**src/rtl/hazard_pkg.sv**
```systemverilog
// Shared definitions for the hazard/forwarding slice.
//   FWD_*      : encodings of the EX operand-mux select (fA / fB)
//   md_state_t : occupancy state of the multi-cycle mul/div unit
package hazard_pkg;

  localparam logic [1:0] FWD_RF    = 2'b00;  // operand from register file
  localparam logic [1:0] FWD_MEMWB = 2'b01;  // operand from MEM/WB result
  localparam logic [1:0] FWD_EXMEM = 2'b10;  // operand from EX/MEM result

  typedef enum logic {
    IDLE = 1'b0,
    BUSY = 1'b1
  } md_state_t;

endpackage

```
**src/rtl/md_occupancy_fsm.sv**
```systemverilog
// Tracks how long a mul/div op occupies the EX stage.
// A started op holds EX for MD_LATENCY-1 cycles, then raises md_done for one
// cycle in which ex_hold is low so the op can retire.
//   clk     : rising-edge clock
//   rst     : synchronous active-high reset (also forces outputs low)
//   start   : the instruction in EX is a mul/div op
//   ex_hold : freeze ID/EX and bubble EX/MEM this cycle
//   md_done : last EX cycle of the mul/div op
module md_occupancy_fsm
  import hazard_pkg::*;
#(
  parameter int MD_LATENCY = 4
) (
  input  logic clk,
  input  logic rst,
  input  logic start,
  output logic ex_hold,
  output logic md_done
);

  localparam int CW = $clog2(MD_LATENCY);

  md_state_t       state_reg, state_next;
  logic [CW-1:0]   cnt_reg, cnt_next;

  always_ff @(posedge clk) begin
    if (rst) begin
      state_reg <= IDLE;
      cnt_reg   <= '0;
    end else begin
      state_reg <= state_next;
      cnt_reg   <= cnt_next;
    end
  end

  always_comb begin
    state_next = state_reg;
    cnt_next   = cnt_reg;
    ex_hold    = 1'b0;
    md_done    = 1'b0;
    unique case (state_reg)
      IDLE: begin
        if (start) begin
          // The IDLE cycle itself is the first hold cycle, so BUSY covers
          // MD_LATENCY-2 further hold cycles plus the done cycle.
          ex_hold    = 1'b1;
          state_next = BUSY;
          cnt_next   = CW'(MD_LATENCY - 2);
        end
      end
      BUSY: begin
        if (cnt_reg != '0) begin
          ex_hold  = 1'b1;
          cnt_next = cnt_reg - 1'b1;
        end else begin
          // start is deliberately ignored here: it is still the same op.
          md_done    = 1'b1;
          state_next = IDLE;
        end
      end
      default: state_next = IDLE;
    endcase
    if (rst) begin
      ex_hold = 1'b0;
      md_done = 1'b0;
    end
  end

endmodule

```
**src/rtl/hazard_forward_unit.sv**
```systemverilog
// Operand forwarding, load-use stall, branch flush and mul/div EX hold for a
// five-stage pipeline, plus saturating stall/flush event counters.
//   IF_ID_Rs1/Rs2, ID_EX_Rs1/Rs2/Rd, ID_EX_MemRead, ID_EX_MulDiv : stage info
//   EX_MEM_Rd/RegWrite, MEM_WB_Rd/RegWrite : producer stages for forwarding
//   branch_taken : taken branch/jump resolved in EX
//   fA, fB       : EX operand selects (see hazard_pkg FWD_*)
//   pc_stall, id_ex_bubble, ex_hold, flush_if_id, flush_id_ex, md_done
//   stall_cnt, flush_cnt : saturating event counters
module hazard_forward_unit
  import hazard_pkg::*;
#(
  parameter int REG_AW     = 5,
  parameter int MD_LATENCY = 4,
  parameter int CNT_W      = 32
) (
  input  logic              clk,
  input  logic              rst,
  input  logic [REG_AW-1:0] IF_ID_Rs1,
  input  logic [REG_AW-1:0] IF_ID_Rs2,
  input  logic [REG_AW-1:0] ID_EX_Rs1,
  input  logic [REG_AW-1:0] ID_EX_Rs2,
  input  logic [REG_AW-1:0] ID_EX_Rd,
  input  logic              ID_EX_MemRead,
  input  logic              ID_EX_MulDiv,
  input  logic [REG_AW-1:0] EX_MEM_Rd,
  input  logic              EX_MEM_RegWrite,
  input  logic [REG_AW-1:0] MEM_WB_Rd,
  input  logic              MEM_WB_RegWrite,
  input  logic              branch_taken,
  output logic [1:0]        fA,
  output logic [1:0]        fB,
  output logic              pc_stall,
  output logic              id_ex_bubble,
  output logic              ex_hold,
  output logic              flush_if_id,
  output logic              flush_id_ex,
  output logic              md_done,
  output logic [CNT_W-1:0]  stall_cnt,
  output logic [CNT_W-1:0]  flush_cnt
);

  // ---------------- forwarding ----------------
  logic [REG_AW-1:0] src     [2];
  logic [1:0]        fwd_sel [2];

  assign src[0] = ID_EX_Rs1;
  assign src[1] = ID_EX_Rs2;

  generate
    for (genvar gi = 0; gi < 2; gi++) begin : g_fwd
      logic ex_mem_hit;
      logic mem_wb_hit;
      // Writes to x0 are never forwarded: x0 always reads zero.
      assign ex_mem_hit = EX_MEM_RegWrite && (EX_MEM_Rd != '0) && (EX_MEM_Rd == src[gi]);
      assign mem_wb_hit = MEM_WB_RegWrite && (MEM_WB_Rd != '0) && (MEM_WB_Rd == src[gi]);
      // EX/MEM holds the younger result, so it takes precedence.
      assign fwd_sel[gi] = rst        ? FWD_RF    :
                           ex_mem_hit ? FWD_EXMEM :
                           mem_wb_hit ? FWD_MEMWB : FWD_RF;
    end
  endgenerate

  assign fA = fwd_sel[0];
  assign fB = fwd_sel[1];

  // ---------------- hazards ----------------
  logic lu;
  logic flush;

  md_occupancy_fsm #(
    .MD_LATENCY (MD_LATENCY)
  ) u_md_fsm (
    .clk     (clk),
    .rst     (rst),
    .start   (ID_EX_MulDiv),
    .ex_hold (ex_hold),
    .md_done (md_done)
  );

  assign lu = !rst && ID_EX_MemRead && (ID_EX_Rd != '0) &&
              ((ID_EX_Rd == IF_ID_Rs1) || (ID_EX_Rd == IF_ID_Rs2));

  // A busy mul/div owns EX, so a branch outcome seen there is not real yet.
  assign flush        = !rst && branch_taken && !ex_hold;
  assign flush_if_id  = flush;
  assign flush_id_ex  = flush;
  // Flush squashes the dependent instruction, so no stall is needed.
  assign pc_stall     = (lu || ex_hold) && !flush;
  // Under ex_hold ID/EX is frozen, so a bubble would overwrite the held op.
  assign id_ex_bubble = lu && !ex_hold && !flush;

  // ---------------- counters ----------------
  logic [CNT_W-1:0] stall_cnt_reg;
  logic [CNT_W-1:0] flush_cnt_reg;

  always_ff @(posedge clk) begin
    if (rst) begin
      stall_cnt_reg <= '0;
      flush_cnt_reg <= '0;
    end else begin
      if (pc_stall && (stall_cnt_reg != '1))
        stall_cnt_reg <= stall_cnt_reg + 1'b1;
      if (flush && (flush_cnt_reg != '1))
        flush_cnt_reg <= flush_cnt_reg + 1'b1;
    end
  end

  assign stall_cnt = rst ? '0 : stall_cnt_reg;
  assign flush_cnt = rst ? '0 : flush_cnt_reg;

endmodule
```
**config.mk**
```make
export PLATFORM = sky130hd
export DESIGN_NAME = hazard_forward_unit
export DESIGN_NICKNAME = d
export VERILOG_FILES = /design/src/rtl/hazard_pkg.sv /design/src/rtl/md_occupancy_fsm.sv /design/src/rtl/hazard_forward_unit.sv
export SDC_FILE = /design/constraint.sdc
export NUM_CORES = 1
export LEC_CHECK = 0
export ABC_AREA = 1
export CORE_MARGIN = 1.5
export CORE_UTILIZATION = 47
export CTS_CLUSTER_SIZE = 25
export DETAILED_ROUTE_END_ITERATION = 10
export GPL_ROUTABILITY_DRIVEN = 0
export HOLD_SLACK_MARGIN = 0.12
export PLACE_DENSITY = 0.79
export SLEW_MARGIN = 25
export SYNTH_ARGS = -nofsm -noshare
export SYNTH_HDL_FRONTEND = slang
export SYNTH_SLANG_ARGS = --single-unit
```
**constraint.sdc**
```tcl
create_clock -name clk -period 1.56 [get_ports clk]
set_input_delay 0.312 -clock clk [delete_from_list [all_inputs] [get_ports clk]]
set_output_delay 0.312 -clock clk [all_outputs]
set_load 0.1 [all_outputs]
```
==> run_results.csv, run 1 <==
group,metric,value,unit
run_status,status,"aborted with a tool error",
cts,cts_buffer_depth,2,
placed_design,place_ws,-0.6704,ns
run_status,tool.error,"[ERROR DPL-0033] detailed placement checks failed during check placement.",
placed_design,place_hpwl,14.79,mm
yosys,synth_edf_count,0,
cts,tritoncts_num_sinks,67,
yosys,seq_area_frac_synth,26.35,%
yosys,synth-seq-cells,67,
yosys,netlist_top_cells_area,"dfxtp_1 26%, nand2_1 19%, nor2_1 14%",
yosys,synth_area_leader_cell,"dfxtp_1",
placed_design,placed_cell_area,0.008949,mm2
yosys,yosysMostFrequentCell,"nand2_1",
yosys,synthDistinctLibCells,38,
yosys,synthesis.area,0.005091,mm2
yosys,syn_inst,900,
yosys,synth.top_cell.area_share,26.35,%
cts,post-cts-setup-buffers,28,
cts,cts_buffers,9,
yosys,async_flop_share,0,%
floorplan,num_rows,37,
placed_design,port_buffers,115,
floorplan,fp.dieH,107.1,um
run_status,haltStage,"clock tree synthesis",
yosys,synth_common_cells,"257 x nand2_1, 193 x nor2_1, 134 x inv_1",
floorplan,io_pins,116,
floorplan,die_width,107.1,um
cts,hold_buffers,0,
yosys,synthesis.nets,945,
cts,root_buffer,"clkbuf_8",
yosys,avgSynthCellArea,5.657,um2
floorplan,initial_core_util,48.88,%
cts,htree_levels,3,
yosys,yosys_warnings,0,
cts,cts.repair.resized,339,
yosys,ys.flop_type,"dfxtp_1",
## metrics by stage
| step | hold slack, ns | cells | util [%] |
|---|---|---|---|
| detailed placement | 0.5110 | 1280 | 85.91 |
| global placement | 0.4973 | 1280 | 85.91 |
| floorplan | 0.4127 | 900 | - |
## cell families after synthesis
family	count (synthesis)	share of synthesized area [%]
DFF	67	26.35
xor gates and xnor gates	28	4.817
and+or+nand+nor	564	46.52
buffers and inverters	171	13.91
adders and majority gates	3	0.7374
AOI/OAI and AO/OA	67	7.668
==> inputs of run 2 (changes only) <==
CORE_UTILIZATION = 40   (was 47)
CTS_CLUSTER_SIZE = default   (was 25)
HOLD_SLACK_MARGIN = default   (was 0.12)
PLACE_DENSITY = default   (was 0.79)
PLACE_DENSITY_LB_ADDON = 0.15   (was default)
clock period = 2 ns   (was 1.56 ns; I/O delays follow)
==> run 2 against run 1 <==
Effect of this change:
- the run now ends clean
- synthesized cell count unchanged
- synthesized area unchanged
==> run_results.csv, run 2 <==
group,metric,value,unit
run_status,status,"finished, final reports clean",
cts,htree_levels,3,
yosys,synth_area_leader_cell,"dfxtp_1",
setup_path,worstPathCellList,"buf_6 > or2_4 > o41ai_2 > inv_2 > a21oi_4 > buf_12",
detailed_routing,ant_nets,0,
detailed_routing,drtIter0Drc,358,
yosys,synth_common_cells,"257 x nand2_1, 193 x nor2_1, 134 x inv_1",
detailed_routing,drtPass1Iterations,4,
placed_design,port_buffers,115,
cts,cts_buffer_depth,2,
sta,slew_viol_final,0,
sta,slew_headroom,68.42,%
layout,area_delta_synth_final,62.13,%
detailed_routing,routed_via_density,4.686,
placed_design,placed_cell_area,0.007863,mm2
floorplan,fp.dieH,115.8,um
sta,hold_viol,0,
floorplan,io_pins,116,
yosys,synthDistinctLibCells,38,
grt,grt_util_met3,3.975,%
yosys,async_flop_share,0,%
yosys,avgSynthCellArea,5.657,um2
setup_path,crit_slowest_cell,"o41ai_2",
layout,nets,1089,
grt,met2_usage,42.04,%
sta,fmax,506.2,MHz
grt,grt_pass1_wl,25.30,mm
floorplan,initial_core_util,40.67,%
grt,grt_pass1_vias,5694,
layout,n_fill_cell,1121,
grt,global_route.peak_usage_layer,"met2",
power,p_leak,3.470,nW
yosys,ys.flop_type,"dfxtp_1",
sta,post-route-min-period,1.976,ns
yosys,yosys_warnings,0,
setup_path,crit_required,1.60,ns
layout,fin_util,65.94,%
detailed_routing,vias,5722,
yosys,syn_inst,900,
power,powerDensity,434.4,mW/mm2
layout,drive_gt1_share,29.17,%
setup_path,crit_type,"primary input to output pin",
sta,skew,0.006887,ns
layout,fin_cells,1221,
yosys,yosysMostFrequentCell,"nand2_1",
grt,grt_max_degree,62,
layout,final_area,0.008254,mm2
detailed_routing,drc,0,
yosys,synthesis.area,0.005091,mm2
cts,cts_buffers,9,
yosys,netlist_top_cells_area,"dfxtp_1 26%, nand2_1 19%, nor2_1 14%",
power,switching_share,27.43,%
grt,gr-total-overflow,0,
setup_path,endpoint_kind,"output pin",
power,seqPwrFrac,37.8,%
floorplan,core,0.01252,mm2
detailed_routing,post_drt_wl_per_cell,11.91,um
sta,setup_tns,0,ns
floorplan,die-area,0.01341,mm2
power,power.switching,0.0009837,W
yosys,synth-seq-cells,67,
yosys,seq_area_frac_synth,26.35,%
setup_path,worstPathArrival,1.58,ns
cts,clk_latency,0.33,ns
detailed_routing,wl,14.55,mm
yosys,synth_edf_count,0,
min_path,hold_class,"primary input to register",
power,comb_power_share,17.2,%
layout,diodes,0,
sta,fin_crit_sh,98.78,%
setup_path,startpoint_type,"primary input",
grt,track_usage,23.24,%
yosys,synthesis.nets,945,
floorplan,die_width,115.8,um
power,ir_worst_vdd,0.3101,mV
placed_design,dp.cells,1199,
grt,grt_util_met1,28.29,%
placed_design,place_hpwl,11.20,mm
grt,antenna_found_initial,0,
floorplan,num_rows,41,
sta,hold_ws,0.4807,ns
layout,final_cell_mix,"242 x nand2_1, 127 x inv_1, 126 x nor2_1",
sta,setup_viol,0,
sta,rsz0062_at_grt,"true",
cts,tritoncts_num_sinks,67,
setup_path,critPathMaxStageDelay,0.31,ns
setup_path,critPathMaxFanout,4,
yosys,synth.top_cell.area_share,26.35,%
job,drv_cap,0,
power,p_int,0.002602,W
layout,final_common_cell,"nand2_1",
cts,root_buffer,"clkbuf_16",
cts,clkTransAtPathRegs,0.06,ns
power,clkPwrFrac,44.9,%
cts,cts_tree,"done",
sta,tightest_slew,0.4701,ns
run 2: cell counts after synthesis:
No cell type changed its count.
run 2: area by class of cell:
type / count / area [um2] / share of cell area, %
sequential: 67 / 1345 / 16.30
inverter: 141 / 538.0 / 6.518
tap: 172 / 215.2 / 2.607
clock buffer: 13 / 250.2 / 3.032
clock inverter: 3 / 47.55 / 0.5760
timing repair buffer: 163 / 2285 / 27.68
multi-input combinational: 662 / 3573 / 43.29
run 2: power by group through the flow:
stage	registers [W]	clock network (W)	logic, W
2_1_floorplan	0.00139	0	0.000361
6_report	0.00136	0.00161	0.000618
3_5_place_dp	0.00139	0	0.000606
5_1_grt	0.00136	0.00169	0.000671
4_1_cts	0.00136	0.00164	0.000608
3_3_place_gp	0.00139	0	0.000597
run 2: kinds of logic after synthesis:
family                     share of synthesized area, %
and+or+nand+nor                                   46.52
buffers and inverters                             13.91
AOI/OAI and AO/OA                                 7.668
DFF                                               26.35
xor gates and xnor gates                          4.817
adders and majority gates                        0.7374
run 2: per-layer routing:
layer,up-vias,share of wire (%)
li1,3043,-
met1,2567,45
met2,102,51
met3,10,3.5
met4,0,1.0
met5,-,0
run 2: critical path, delay by kind of cell:
kind            cells  cell delay (ns)
compound gates      2             0.50
buf+inv             3             0.44
simple gates        1             0.24
run 2: per-stage QoR:
| stage | worst slack [ns] | total power, W |
|---|---|---|
| 5_1_grt | -0.04286 | 0.003715 |
| 2_1_floorplan | -0.3545 | 0.001747 |
| 6_report | 0.02437 | 0.003586 |
| 3_3_place_gp | -0.3472 | 0.001982 |
| 3_5_place_dp | -0.3838 | 0.001992 |
| 4_1_cts | 0.001716 | 0.003606 |
run 2: timing repair:
action                     in CTS  in global routing
gates cloned                    0                  0
resized for setup              84                 40
hold buffers                    0                  0
pin swaps                      28                 23
setup buffers                   4                  2
setup endpoints to repair       8                 32
run 2: final timing paths:
path	from	to	slack (ns)	depth (start not counted)
hold reg to reg	flush_cnt_reg[31]	flush_cnt_reg[31]	0.48	2
setup reg to reg	flush_cnt_reg[1]	flush_cnt_reg[16]	0.14	13
hold / removal	rst	flush_cnt_reg[5]	0.48	3
setup / recovery	EX_MEM_Rd[4]	fB[0]	0.02	6
Power figures use the tool's default switching activity.
